<file path="config.mk">
export PLATFORM = sky130hd
export DESIGN_NAME = frame_buffer
export DESIGN_NICKNAME = d
export VERILOG_FILES = /design/src/rtl/frame_buffer.sv
export SDC_FILE = /design/constraint.sdc
export NUM_CORES = 1
export LEC_CHECK = 0
export BUFFER_PORTS_ARGS = -buffer_cell sky130_fd_sc_hd__buf_2
export CORE_UTILIZATION = 51
export DETAILED_ROUTE_END_ITERATION = 10
export PLACE_DENSITY = 0.7
export SETUP_SLACK_MARGIN = 0.4
export SYNTH_ARGS = -nofsm -noshare
export SYNTH_HDL_FRONTEND = slang
export SYNTH_SLANG_ARGS = --single-unit
</file>
<file path="constraint.sdc">
create_clock -name clk -period 2.6 [get_ports clk]
set_clock_uncertainty 0.05 [all_clocks]
set_input_delay 0.26 -clock clk [delete_from_list [all_inputs] [get_ports clk]]
set_output_delay 0.26 -clock clk [all_outputs]
set_load 0.005 [all_outputs]
</file>
<file path="src/rtl/frame_buffer.sv">
// Ping-pong frame buffer between the header detector and the FFT stage.
// Collects exactly FRAME_LEN-sample runs into two banks and streams them out in arrival order.
module frame_buffer #(
    parameter int DATA_W    = 16,
    parameter int FRAME_LEN = 10
) (
    input  logic              clk,
    input  logic              rst_n,
    input  logic [DATA_W-1:0] in_data,
    input  logic              in_valid,
    output logic [DATA_W-1:0] out_data,
    output logic              out_valid,
    input  logic              out_ready,
    output logic              out_last,
    output logic              frame_err,
    output logic              overflow,
    output logic [7:0]        drop_cnt
);

    localparam int IDX_W = (FRAME_LEN > 1) ? $clog2(FRAME_LEN) : 1;
    localparam logic [IDX_W-1:0] LAST_IDX = IDX_W'(FRAME_LEN - 1);

    typedef enum logic [1:0] {
        IDLE,
        FILL,
        DISCARD
    } wr_state_t;

    logic [DATA_W-1:0] bank [2][FRAME_LEN];
    logic [1:0]        full_q;
    logic              wr_ptr_q;
    logic              rd_ptr_q;
    logic [IDX_W-1:0]  wr_idx_q;
    logic [IDX_W-1:0]  rd_idx_q;

    wr_state_t        state_q;
    wr_state_t        state_d;
    logic [IDX_W-1:0] wr_idx_d;
    logic             armed_q;
    logic             armed_d;
    logic             wr_en;
    logic             frame_done;
    logic             drop;
    logic             err_d;
    logic             accept;
    logic             rd_done;

    // armed_q: a frame just completed, so the next sample of the same run is an over-long error.
    always_comb begin
        // NOTE: every signal gets a default first so no path through the case infers a latch.
        state_d    = state_q;
        wr_idx_d   = wr_idx_q;
        armed_d    = armed_q;
        wr_en      = 1'b0;
        frame_done = 1'b0;
        drop       = 1'b0;
        err_d      = 1'b0;
        case (state_q)
            IDLE: begin
                if (in_valid) begin
                    if (!full_q[wr_ptr_q]) begin
                        wr_en    = 1'b1;
                        wr_idx_d = IDX_W'(1);
                        state_d  = FILL;
                    end else begin
                        drop    = 1'b1;
                        armed_d = 1'b0;
                        state_d = DISCARD;
                    end
                end
            end
            FILL: begin
                if (in_valid) begin
                    wr_en = 1'b1;
                    if (wr_idx_q == LAST_IDX) begin
                        frame_done = 1'b1;
                        wr_idx_d   = '0;
                        armed_d    = 1'b1;
                        state_d    = DISCARD;
                    end else begin
                        wr_idx_d = wr_idx_q + 1'b1;
                    end
                end else begin
                    wr_idx_d = '0;
                    err_d    = 1'b1;
                    state_d  = IDLE;
                end
            end
            DISCARD: begin
                if (in_valid) begin
                    if (armed_q) begin
                        err_d   = 1'b1;
                        armed_d = 1'b0;
                    end
                end else begin
                    armed_d = 1'b0;
                    state_d = IDLE;
                end
            end
            default: state_d = IDLE;
        endcase
    end

    assign out_valid = full_q[rd_ptr_q];
    assign out_data  = out_valid ? bank[rd_ptr_q][rd_idx_q] : '0;
    assign out_last  = out_valid && (rd_idx_q == LAST_IDX);
    assign accept    = out_valid && out_ready;
    assign rd_done   = accept && (rd_idx_q == LAST_IDX);

    // NOTE: sample storage is plain RAM with no reset; out_data is masked while out_valid is low instead.
    always_ff @(posedge clk) begin
        if (wr_en) begin
            bank[wr_ptr_q][wr_idx_q] <= in_data;
        end
    end

    // NOTE: all sequential state uses non-blocking assignments so every register samples pre-edge values.
    always_ff @(posedge clk or negedge rst_n) begin
        if (!rst_n) begin
            state_q   <= IDLE;
            wr_idx_q  <= '0;
            armed_q   <= 1'b0;
            wr_ptr_q  <= 1'b0;
            rd_ptr_q  <= 1'b0;
            rd_idx_q  <= '0;
            full_q    <= '0;
            frame_err <= 1'b0;
            overflow  <= 1'b0;
            drop_cnt  <= '0;
        end else begin
            state_q   <= state_d;
            wr_idx_q  <= wr_idx_d;
            armed_q   <= armed_d;
            frame_err <= err_d;
            if (frame_done) begin
                full_q[wr_ptr_q] <= 1'b1;
                wr_ptr_q         <= ~wr_ptr_q;
            end
            // The bank being read is always the other bank from the one being completed.
            if (rd_done) begin
                full_q[rd_ptr_q] <= 1'b0;
                rd_ptr_q         <= ~rd_ptr_q;
                rd_idx_q         <= '0;
            end else if (accept) begin
                rd_idx_q <= rd_idx_q + 1'b1;
            end
            if (drop) begin
                overflow <= 1'b1;
                if (drop_cnt != 8'hFF) begin
                    drop_cnt <= drop_cnt + 8'd1;
                end
            end
        end
    end

endmodule

</file>
==> flow_summary.yaml <==
logic_synthesis:
  ys_types: 55
  syn_area_sq_um: 13700
  syn-num-nets: 693
  yosys_warnings: 0
  async_reset_ff_share_pct: 7.25
  synth_edf_count: 320
  yosys.area.top_type_share_pct: 70.0
  synth.avg_cell_area_sq_um: 20.6
  synth_cells: 667
  yosysSeqAreaShare_pct: 74.6
  synth_area_leaders: "edfxtp_1 70%, mux4_2 13%, dfrtp_1 4.6%, mux2i_1 1.3%, o211ai_2 0.91%"
  ys_seq_elements: 345
  synth_ff_type: "edfxtp_1"
  synth_area_leader_cell: "edfxtp_1"
placement:
  hpwl_mm: 17.7
  gp_congestion: 0.788
  dpl_worst_slack_ns: 0.300
  place_inst: 1059
  port_buffers: 47
clock_network:
  cts_inserted_buffers: 34
  cts-root-buf: "clkbuf_16"
  clk_pin_slew_worst_paths_ns: 0.06
  clock-sinks: 345
  clk_latency_ns: 0.51
  cts_buffer_depth: 3
  cts_tree: "yes"
  cts_max_level: 2
route:
  wirelength_mm: 32.2
  via_per_inst: 6.18
  detail-route-antenna-nets: 0
  drt_iter0_markers: 647
  drc: 2
  post_drt_wl_per_cell_um: 28.0
  route.vias.total: 7089
  dr.pass1.iters: 8
timing:
  min_period_ns: 2.71
  hold_viol: 0
  tightest_slew_ns: 0.565
  relSlewSlack_pct: 62.3
  hold-worst-slack_ns: 0.0231
  fmax_ghz: 0.368
  fin_ws_ns: -0.114
  drv_slew: 0
  rsz0062_at_grt: "yes"
  fin_crit_sh_pct: 104
  final-setup-viol-count: 15
floorplan:
  core-area_sq_um: 26200
  die_x_um: 166
  rows: 59
  die_h_um: 166
  dieArea_sq_um: 27600
  initial_core_util_pct: 52.4
  ios: 48
global_routing:
  antenna_found_initial: 2
  grt_pass1_vias: 7459
  grt_overflow: 0
  grt_pass1_wl_mm: 47.9
  grt_start_max_net_pins: 29
  grt_util_all_layers_pct: 24.2
hold_path:
  holdPathStages: 3
  hold_class: "in2reg"
  min_to: "rd_ptr_q"
  hp-start: "out_ready"
cells_and_area:
  final_cell_count_no_fill: 1148
  final_nets: 813
  drive_above_1_share_pct: 37.7
  final_util_pct: 62.8
  synthToLayoutAreaGrowth_pct: 19.9
status:
  status: "finished with violations"
  violations: "DRC, setup timing"
critical_path:
  critPathKind: "reg2out"
  rr_worst_depth: 6
  endpoint_kind: "output pin"
  critPathMaxFanout: 7
  start_kind: "flop"
  regToRegSetupSlack_ns: 0.51
  r2r-start: "state_q[1]"
  r2r-end: "bank[1][67]"
  worstPathRequired_ns: 2.29
  arrival_ns: 2.40
power:
  leakage_nw: 5.47
  p_per_area_nw_per_um2: 728
  peakVddDrop_v: 0.000460
run:
  maxCapViolCount: 0
metrics by stage:
step	cell area (sq um)	setup TNS, ns	total power, mW
detailed placement	14600	0	7.13
floorplan	13800	0	6.81
global route	16500	-1.90	12.3
CTS	16400	-1.14	12.0
finish	16500	-0.843	12.0
global placement	14600	0	7.08
cells in the mapped netlist, types with 4 or more instances:
library cell,count
a21oi_1,4
a22oi_1,14
buf_2,10
buf_6,8
clkbuf_1,8
dfrtp_1,25
edfxtp_1,320
ha_1,6
inv_1,9
mux2i_1,18
mux4_2,77
nand2_1,32
nand2b_1,4
nand3_1,8
nand4_1,4
nand4b_1,4
nor2_1,27
nor2b_1,4
nor3_1,6
o211ai_1,6
o211ai_2,10
o21ai_0,8
xnor2_1,4
xor2_1,4
placed cells by master (no fill, tap or decap), types with 3 or more instances in the layout:
cell type,count
nor3_2,6
mux2i_1,9
clkinvlp_4,5
ha_1,4
mux2i_2,5
a21oi_1,4
nand4_1,4
buf_4,35
nand2_1,31
nand4b_1,4
nor2_2,11
o211ai_1,6
buf_2,47
mux2i_4,5
clkbuf_1,6
mux4_2,77
nand3_1,8
a22oi_2,13
bufinv_16,3
clkinv_2,4
xnor2_1,4
clkbuf_16,38
mux4_1,3
edfxtp_1,320
clkinv_1,6
nor2_1,15
o21ai_0,8
dfrtp_1,22
nand2b_1,4
xor2_1,4
buf_12,15
and2_1,3
buf_16,10
inv_1,9
nor2b_1,4
a22oi_1,3
buf_6,5
o31ai_1,3
o211ai_2,10
registers in the layout (all words and copies together), names as in the netlist:
signal,count
rd_idx_q,4
rd_ptr_q,1
state_q,2
armed_q,1
frame_err,1
wr_idx_q,4
wr_ptr_q,1
drop_cnt,8
full_q,2
bank,320
overflow,1
how the worst max path moves through the flow:
stage,endpoint,startpoint
4_1_cts,out_data[12],rd_ptr_q
3_3_place_gp,out_data[15],rd_ptr_q
5_1_grt,out_data[1],rd_ptr_q
3_5_place_dp,out_data[15],rd_ptr_q
6_report,out_data[6],rd_ptr_q
2_1_floorplan,bank[1][80],state_q[0]
worst max-delay path, cell delays in order (launching register included):
cell and delay, ns:
dfrtp_4 0.52, buf_12 0.17, buf_12 0.14, buf_16 0.14, mux4_2 0.47, a22oi_2 0.15, o211ai_2 0.15, buf_2 0.16
per-layer routing:
layer	up-vias	wire length, um	global-route usage, %
met3	83	2240	4.41
met1	3688	12300	31.5
li1	3003	-	-
met2	315	16200	40.4
met5	-	0	0
met4	0	1350	10.4
power by group:
part           internal (mW)  switching, mW
Sequential              6.26         0.0748
Combinational          0.254          0.507
Clock                   2.89           1.99
kinds of logic after synthesis:
family / share of synthesized area [%]
fa+ha+maj: 0.547
simple gates: 4.13
xor+xnor: 0.510
compound gates: 3.43
flops: 74.6
mux: 15.0
buf+inv: 1.86
timing repair:
action / in CTS / in global routing
hold buffers: 1 / 0
setup buffers: 15 / 1
endpoints found under the hold margin: 25 / 0
resized for setup: 51 / 10
setup endpoints to repair: 96 / 327
pin swaps: 7 / 4
gates cloned: 9 / 1
layout make-up:
cell class,count,area [sq um]
clock inverter,18,170
antenna,1,2.50
clock buffer,43,948
inverter,9,33.8
multi-input combinational,281,3450
timing repair buffer,116,1190
sequential,345,10200
fill,1707,9740
tap,335,419
Note: power is estimated with default switching activity, not from simulation.
